### config.mk
export PLATFORM = sky130hd
export DESIGN_NAME = chip_7420_emu
export DESIGN_NICKNAME = d
export VERILOG_FILES = /design/src/rtl/chip_7420_emu.sv
export SDC_FILE = /design/constraint.sdc
export NUM_CORES = 1
export LEC_CHECK = 0
export CAP_MARGIN = 30
export CORE_ASPECT_RATIO = 0.8
export CORE_MARGIN = 5
export CORE_UTILIZATION = 29
export DETAILED_ROUTE_END_ITERATION = 6
export PLACE_DENSITY = 0.55
export RECOVER_POWER = 25
export SKIP_CTS_REPAIR_TIMING = 1
export SYNTH_ARGS = -nofsm -noshare
export SYNTH_HDL_FRONTEND = slang
export SYNTH_SLANG_ARGS = --single-unit
### constraint.sdc
create_clock -name Clk -period 1.6 [get_ports Clk]
set_clock_uncertainty 0.05 [all_clocks]
set_input_delay 0.32 -clock Clk [delete_from_list [all_inputs] [get_ports Clk]]
set_output_delay 0.32 -clock Clk [all_outputs]
set_load 0.02 [all_outputs]
### src/rtl/chip_7420_emu.sv
// Behavioural dual 4-input NAND (7420) socket emulator with fault
// injection, optional output latency and input-vector coverage tracking.
module chip_7420_emu #(
   parameter int          LATENCY   = 0,
   parameter logic [15:0] LFSR_SEED = 16'hACE1
) (
   input  logic        Clk,
   input  logic        Reset,
   input  logic        Pin1,
   input  logic        Pin2,
   input  logic        Pin4,
   input  logic        Pin5,
   input  logic        Pin13,
   input  logic        Pin12,
   input  logic        Pin10,
   input  logic        Pin9,
   output logic        Pin6,
   output logic        Pin8,
   input  logic [2:0]  Fault_Mode,
   input  logic [1:0]  Fault_Gate,
   input  logic        Clr_Cov,
   output logic [15:0] Cov_A,
   output logic [15:0] Cov_B,
   output logic        Cov_Done,
   output logic [7:0]  Vec_Count
);

   logic [3:0]  vec_a;
   logic [3:0]  vec_b;
   logic [7:0]  vec_cur;
   logic [7:0]  vec_prev;
   logic [15:0] lfsr;
   logic        lfsr_fb;
   logic        y_a;
   logic        y_b;

   assign vec_a   = {Pin5, Pin4, Pin2, Pin1};
   assign vec_b   = {Pin9, Pin10, Pin12, Pin13};
   assign vec_cur = {vec_b, vec_a};
   assign lfsr_fb = lfsr[0] ^ lfsr[2] ^ lfsr[3] ^ lfsr[5];

   // Index 3 of each vector is the D input of that gate.
   function automatic logic fault_y(
      input logic [3:0] v,
      input logic [2:0] mode,
      input logic       sel,
      input logic       rnd
   );
      logic nom;
      logic y;
      nom = ~&v;
      y   = nom;
      if (sel) begin
         case (mode)
            3'b001:  y = 1'b0;
            3'b010:  y = 1'b1;
            3'b011:  y = ~nom;
            3'b100:  y = nom ^ rnd;
            3'b101:  y = ~&v[2:0];
            default: y = nom;
         endcase
      end
      return y;
   endfunction

   always_comb begin
      y_a = fault_y(vec_a, Fault_Mode, Fault_Gate[0], lfsr[0]);
      y_b = fault_y(vec_b, Fault_Mode, Fault_Gate[1], lfsr[0]);
   end

   generate
      if (LATENCY == 0) begin : g_comb
         assign Pin6 = y_a;
         assign Pin8 = y_b;
      end else begin : g_pipe
         logic [LATENCY-1:0] pipe_a;
         logic [LATENCY-1:0] pipe_b;

         always_ff @(posedge Clk) begin
            if (Reset) begin
               pipe_a <= '1;
               pipe_b <= '1;
            end else begin
               pipe_a <= (pipe_a << 1) | LATENCY'(y_a);
               pipe_b <= (pipe_b << 1) | LATENCY'(y_b);
            end
         end

         assign Pin6 = pipe_a[LATENCY-1];
         assign Pin8 = pipe_b[LATENCY-1];
      end
   endgenerate

   always_ff @(posedge Clk) begin
      if (Reset) begin
         lfsr      <= LFSR_SEED;
         vec_prev  <= 8'h00;
         Cov_A     <= 16'h0000;
         Cov_B     <= 16'h0000;
         Vec_Count <= 8'h00;
      end else begin
         lfsr     <= {lfsr_fb, lfsr[15:1]};
         vec_prev <= vec_cur;
         if (Clr_Cov) begin
            Cov_A     <= 16'h0000;
            Cov_B     <= 16'h0000;
            Vec_Count <= 8'h00;
         end else begin
            Cov_A <= Cov_A | (16'h0001 << vec_a);
            Cov_B <= Cov_B | (16'h0001 << vec_b);
            if (vec_cur != vec_prev && Vec_Count != 8'hFF)
               Vec_Count <= Vec_Count + 8'h01;
         end
      end
   end

   assign Cov_Done = (&Cov_A) & (&Cov_B);

endmodule
# --- Yosys cells after proc, flatten, opt, wreduce, memory -nomap -nowiden ---
# Cells that the tools add are included.
word_totals:
  reg_bits: 64
  latchBits: 0
  mem_bits_rw: 0
  romBits: 0
  input_bits: 16
  word_cells: 39
  n_memories: 0
classes:
  add_sub_neg: 1
  n_mul: 0
  div: 0
  magnitude_cmp: 0
  eq_ne: 7
  n_shift: 2
  muxes: 4
  n_bitwise: 8
  n_reduce_logical: 12
op_table:
  columns: ["operator", "count"]
  rows:
  - ["16-bit bitwise OR", 2]
  - ["16-bit AND reduction", 2]
  - ["1-bit by 4-bit left shift with 16-bit output, first input constant", 2]
  - ["1-bit one-hot mux with 5 select lines", 2]
  - ["8-bit by 1-bit adder with 8-bit output, second input constant", 1]
  - ["8-bit != test", 1]
  - ["8-bit != test, second input constant", 1]
  - ["4-bit AND reduction", 2]
  - ["3-bit by 2-bit == test with 1-bit output, second input constant", 2]
  - ["3-bit == test, second input constant", 2]
  - ["3-bit AND reduction", 2]
  - ["1-bit XOR", 5]
  - ["1-bit logical NOT", 4]
  - ["3-bit by 1-bit == test with 1-bit output, second input constant", 1]
  - ["1-bit two-way mux", 2]
  - ["2-bit OR reduction", 1]
  - ["1-bit AND", 1]
  - ["1-bit logical AND", 1]

# --- Depth between registers and ports, before layout ---
# Gate-level depths: netlist (run 1).
depth:
  depth_word: 5
  mapped_depth: 7
  ltp_nobuf: 5

# --- Worst setup path before layout (run 1) ---
# Ideal clock, no wire load.
synth_timing:
  kind: "flip-flop to output port"
  from: "reg Cov_A[6]"
  to: "out Cov_Done"
  arrival_time_ns: 1.370
  required_ns: 1.230
  setup_slack_ns: -0.140
  path_stages_with_launch: 4
  n_path_buf: 0
  cell_sequence: "dfxtp_1 -> nand4_1 -> or4_1 -> nor2_1"
synth_between:
  elab_chain_cells: 2
synth_lines:
  columns: ["element", "line_no", "text"]
  rows:
  - ["from (decl)", "22", "output logic [15:0] Cov_A,"]
  - ["from (signal assigned)", "109", "Cov_A <= Cov_A | (16'h0001 << vec_a);"]
  - ["16-bit AND reduction", "117", "assign Cov_Done = (&Cov_A) & (&Cov_B);"]
  - ["1-bit AND", "117", null]
  - ["to (decl)", "24", "output logic Cov_Done,"]
# No other way between the ends.

# --- Final worst setup path (run 1) ---
layout_timing:
  from: "reg Cov_B[7]"
  to: "out Cov_Done"
layout_between:
  elab_chain_cells: 2
layout_lines:
  columns: ["element", "line_no", "text"]
  rows:
  - ["from (decl)", "23", "output logic [15:0] Cov_B,"]
  - ["from (signal assigned)", "110", "Cov_B <= Cov_B | (16'h0001 << vec_b);"]
  - ["16-bit AND reduction", "117", null]
  - ["1-bit AND", "117", null]
# No other way between the ends.

==> results of run 1 <==
==> worst max-delay path by stage <==
stage / startpoint / end / slack, ns / cells past startpoint
floorplan: Cov_A[9] / Cov_Done / -0.06 / 3
finish: Cov_B[7] / Cov_Done / -0.40 / 4
CTS: Cov_B[8] / Cov_Done / -0.97 / 4
detailed placement: Pin2 / Pin6 / -0.95 / 7
global route: Cov_B[12] / Cov_Done / -0.43 / 4
global placement: Pin5 / Pin6 / -0.96 / 7
==> logic make-up (layout without fill, tap and decap cells) <==
family	count (synthesis)	after routing	synth area share (%)
simple gates	117	117	24.9
flops	64	64	52.8
compound gates	55	55	12.9
buf+inv	17	154	4.48
xor+xnor	12	12	4.33
fa+ha+maj	1	1	0.515
==> per-layer routing <==
layer  wire, µm  GRT usage (%)  up-vias
met4         55           3.00        0
met2       3130           19.5       52
met1       3410           18.6     1080
li1           -              -     1187
met3        332           4.67        5
met5          0              0        -
==> power by group through the flow <==
stage                     clock, µW  combinational [µW]  sequential, µW
final                          1580                 390            1660
after global placement            0                 385            1700
after global routing           1700                 426            1670
after CTS                      1620                 388            1660
after detailed placement          0                 386            1700
after floorplan                   0                 177            1720
==> flip-flops by register name (all words and copies together) (netlist names) <==
signal / count
lfsr: 16
Cov_B: 16
Vec_Count: 8
vec_prev: 8
Cov_A: 16
==> cell type report <==
class | count | area (µm²)
fillers | 775 | 4040
flip-flops and latches | 64 | 1300
repair buffers | 136 | 1280
multi-input cells | 185 | 1060
clock buffers | 10 | 138
well taps | 108 | 135
clock inverters | 6 | 92.6
inverters | 2 | 7.51
==> per-stage QoR <==
stage / power [µW] / area, µm²
global placement: 2080 / 3590
finish: 3630 / 4020
global route: 3790 / 4020
CTS: 3670 / 3820
detailed placement: 2080 / 3590
floorplan: 1890 / 2440
==> cell usage in the layout, fill, tap and decap left out, types with 10 or more instances in the layout <==
cell | Yosys | final
nor2b_1 | 23 | 23
dfxtp_1 | 64 | 48
nor2_1 | 43 | 42
dfxtp_2 | 0 | 16
nand4_1 | 13 | 13
buf_4 | 6 | 74
clkbuf_8 | 0 | 10
a31oi_1 | 13 | 13
dlymetal6s2s_1 | 0 | 50
a21oi_1 | 27 | 26
==> critical path: cells and delay by family, from the launching register on <==
kind,cells,cell delay [ns]
flops,1,0.33
buf+inv,1,0.12
simple gates,3,0.82
==> metrics.csv, run 1 <==
metric,value,unit
status,"complete, but fails checks",
violations,negative setup slack,
hold_viol,0,
grtUsageTotal,13.2,%
drtAntennaViolNets,0,
slowest_delay,0.54,ns
synthTopCellsByCount,"dfxtp_1, nor2_1, a21oi_1",
dp_cells,488,
yosysWarningCount,0,
grt-ovfl-total,0,
dieWidth,112,µm
worstPathRequired,1.23,ns
synth_ff_type,dfxtp_1,
setup_violations,3,
routed_wl,6930,µm
final_cells,511,
whs_path_depth,3,
slew_viol_final,0,
maxCapViolCount,0,
async_reset_ff_share,0,%
yosysMostFrequentCell,dfxtp_1,
clkPwrFrac,43.5,%
hold_class,in2reg,
diodes,0,
slowest_stage,or4_4,
cts_tree,yes,
cts_inserted_buffers,9,
first_global_vias,2187,
viasPerCell,4.55,
rsz0062_at_grt,true,
path_clk_slew,0.08,ns
holdWs,0.292,ns
switching_share,23.8,%
irDropWorstVdd,0.407,mV
ctsRootBufferMaster,clkbuf_8,
clkLatencyLatePin,0.34,ns
crit_chain,nand4_1 > or4_4 > nor2_4 > buf_6,
power.internal,2770,µW
powerDensity,904,nW/µm²
p_comb_share,10.7,%
routedWlPerCell,13.6,µm
relSlewSlack,72.7,%
period_share,125,%
ys_top_cells_by_area,"dfxtp_1, nor2_1, nor2b_1",
initial_core_util,30.1,%
fin_crit,2.00,ns
pre_cts_slack,-0.955,ns
num-nets-final,415,
grt_max_degree,22,
seqPwrFrac,45.8,%
gp_congestion,0.796,
synth_cells,266,
clock_sinks,64,
syn2layout_area_growth,65.5,%
netlist_area,2430,µm²
p_switching,866,µW
dieHeight,91.8,µm
grt_pass1_wl,11100,µm
syn_nets,283,
io_buffers,58,
cp_max_fo,2,
endpoint_kind,output pin,
synth.avg_cell_area,9.13,µm²
power.leakage,0.00235,µW
layout_setup_ws,-0.399,ns
rows,29,
htreeDepth,3,
reg2reg_depth,6,
rrSetupSlack,0.09,ns
r2r-end,Vec_Count[6],
cp-start-kind,flop,
cts_buffer_depth,2,
synth_edf_count,0,
synth_top_area_cell,dfxtp_1,
dr.pass1.iters,4,
synth_top_cell_area_share,52.8,%
crit_type,reg2out,
dieArea,10300,µm²
finish.utilization,49.9,%
tns,-0.670,ns
max_clock_freq,500,MHz
drc_errors,0,
hp-start,Pin4,
routed-via-count,2324,
antenna_found_initial,0,
coreArea,8060,µm²
ys_ff_latch,64,
holdPathEnd,vec_prev[2],
ys_seq_area_share,52.8,%
r2r_start,Vec_Count[3],
drive_gt1_share,32.3,%
yosysUniqueCellTypes,29,
io_pins,59,
worst_slew_pin_slew,0.409,ns
drt_iter0_drc,148,
place_hpwl,5150,µm
worstPathArrival,1.63,ns
Note: power is estimated with default switching activity, not from simulation.
==> inputs of run 2 (changes only) <==
--- a/config.mk
+++ b/config.mk
@@ -13,6 +13,7 @@
 export PLACE_DENSITY = 0.55
 export RECOVER_POWER = 25
 export SKIP_CTS_REPAIR_TIMING = 1
+export SLEW_MARGIN = 20
 export SYNTH_ARGS = -nofsm -noshare
 export SYNTH_HDL_FRONTEND = slang
 export SYNTH_SLANG_ARGS = --single-unit
==> results of run 2 <==
Final layout, timing and power as in run 1 (identical DEF).
==> inputs of run 3 (changes only) <==
--- a/config.mk
+++ b/config.mk
@@ -13,6 +13,7 @@
 export PLACE_DENSITY = 0.55
 export RECOVER_POWER = 25
 export SKIP_CTS_REPAIR_TIMING = 1
+export SKIP_LAST_GASP = 1
 export SLEW_MARGIN = 20
 export SYNTH_ARGS = -nofsm -noshare
 export SYNTH_HDL_FRONTEND = slang
==> metrics.csv, run 3 (synthesis results as in run 1) <==
metric,value,unit
htreeDepth,3,
status,"complete, but fails checks",
violations,negative setup slack,
cts_tree,yes,
coreArea,8060,µm²
viasPerCell,4.55,
syn2layout_area_growth,66.0,%
routedWlPerCell,13.6,µm
period_share,124,%
dieWidth,112,µm
fin_crit,1.99,ns
grt-ovfl-total,0,
fillerInstances,775,
path_clk_slew,0.08,ns
crit_type,reg2out,
cts_buffer_depth,2,
gp_congestion,0.796,
drive_gt1_share,31.8,%
initial_core_util,30.1,%
endpoint_kind,output pin,
first_global_vias,2187,
grt_max_degree,22,
irDropWorstVdd,0.407,mV
place_hpwl,5150,µm
multiInputGateArea,1060,µm²
power.leakage,0.00236,µW
cp_max_fo,2,
ctsRootBufferMaster,clkbuf_8,
mostFrequentLayoutCell,buf_4,
worst_slew_pin_slew,0.407,ns
clock_sinks,64,
p_switching,862,µW
finalInstanceArea,4030,µm²
slew_viol_final,0,
relSlewSlack,72.9,%
worstPathArrival,1.62,ns
cts_inserted_buffers,9,
drc_errors,0,
hold_class,in2reg,
max_clock_freq,502,MHz
worstPathRequired,1.23,ns
dieArea,10300,µm²
powerDensity,901,nW/µm²
drtAntennaViolNets,0,
io_pins,59,
clkPwrFrac,43.4,%
p_comb_share,10.8,%
holdWs,0.338,ns
slowest_stage,or4_4,
crit_chain,nand4_1 > or4_4 > nor2_4 > buf_6,
dieHeight,91.8,µm
path_buf_inv,1,
drt_iter0_drc,125,
setup_violations,3,
clkLatencyLatePin,0.34,ns
power.internal,2770,µW
rows,29,
diodes,0,
rsz0062_at_grt,true,
layout_setup_ws,-0.391,ns
num-nets-final,415,
hold_viol,0,
maxCapViolCount,0,
grt_pass1_wl,11100,µm
antenna_found_initial,0,
layout_common_cells,"buf_4, dlymetal6s2s_1, dfxtp_1",
grtUsageTotal,13.2,%
cp-start-kind,flop,
routed-via-count,2325,
critPathTopFamily,simple AND/OR/NAND/NOR gates,
io_buffers,58,
top_regs,"Cov_A x16, Cov_B x16, lfsr x16",
seqCellArea,1300,µm²
seqPwrFrac,45.8,%
switching_share,23.7,%
slowest_delay,0.54,ns
routed_wl,6930,µm
dr.pass1.iters,4,
placed_area,3590,µm²
-- run 3: cell count changes in the layout (fill, tap and decap cells not counted), sizes merged --
cell           previous run  this run
clkbuf                   15        13
clkdlybuf4s50             2         3
dlymetal6s2s             50        51
-- run 3: power groups by stage --
| stage | registers, µW | logic, µW | clock network (µW) |
|---|---|---|---|
| final | 1660 | 392 | 1580 |
| after CTS | 1660 | 388 | 1620 |
| after detailed placement | 1700 | 386 | 0 |
| after global routing | 1670 | 429 | 1700 |
| after floorplan | 1720 | 177 | 0 |
| after global placement | 1700 | 385 | 0 |
-- run 3: tightest hold or removal path: cells and delay by family --
kind,cells,cell delay (ns)
buffers and inverters,2,0.25
and+or+nand+nor,1,0.12
-- run 3: per-stage QoR --
step | power, µW | setup TNS, ns | setup slack, ns | cells | utilization, %
after floorplan | 1890 | -0.0571 | -0.0571 | 266 | -
after global placement | 2080 | -7.48 | -0.955 | 488 | 44.6
after detailed placement | 2080 | -8.14 | -0.955 | 488 | 44.6
after CTS | 3670 | -11.66 | -0.967 | 504 | 47.4
after global routing | 3800 | -1.09 | -0.434 | 511 | 50.0
final | 3630 | -0.873 | -0.391 | 511 | 50.0
-- run 3: layout make-up --
cell class / instances / area share [%]
clock buffer: 10 / 3.42
clock inverter: 6 / 2.30
inverter: 2 / 0.186
multi-input combinational: 185 / 26.4
sequential: 64 / 32.3
tap: 108 / 3.35
timing repair buffer: 136 / 32.1
-- run 3: path summary, 6_finish.rpt --
path / from / endpoint / slack [ns] / cells past startpoint
min: Pin4 / vec_prev[2] / 0.34 / 3
max: Cov_B[7] / Cov_Done / -0.39 / 4
min reg2reg: lfsr[7] / lfsr[6] / 0.36 / 1
max reg2reg: vec_prev[2] / Vec_Count[6] / 0.09 / 6
-- run 3: per-layer routing --
layer	global-route usage [%]	wire (µm)	vias to the layer above
met5	0	0	-
met4	3.00	41	0
li1	-	-	1186
met2	19.5	3150	47
met1	18.6	3420	1089
met3	4.67	318	3
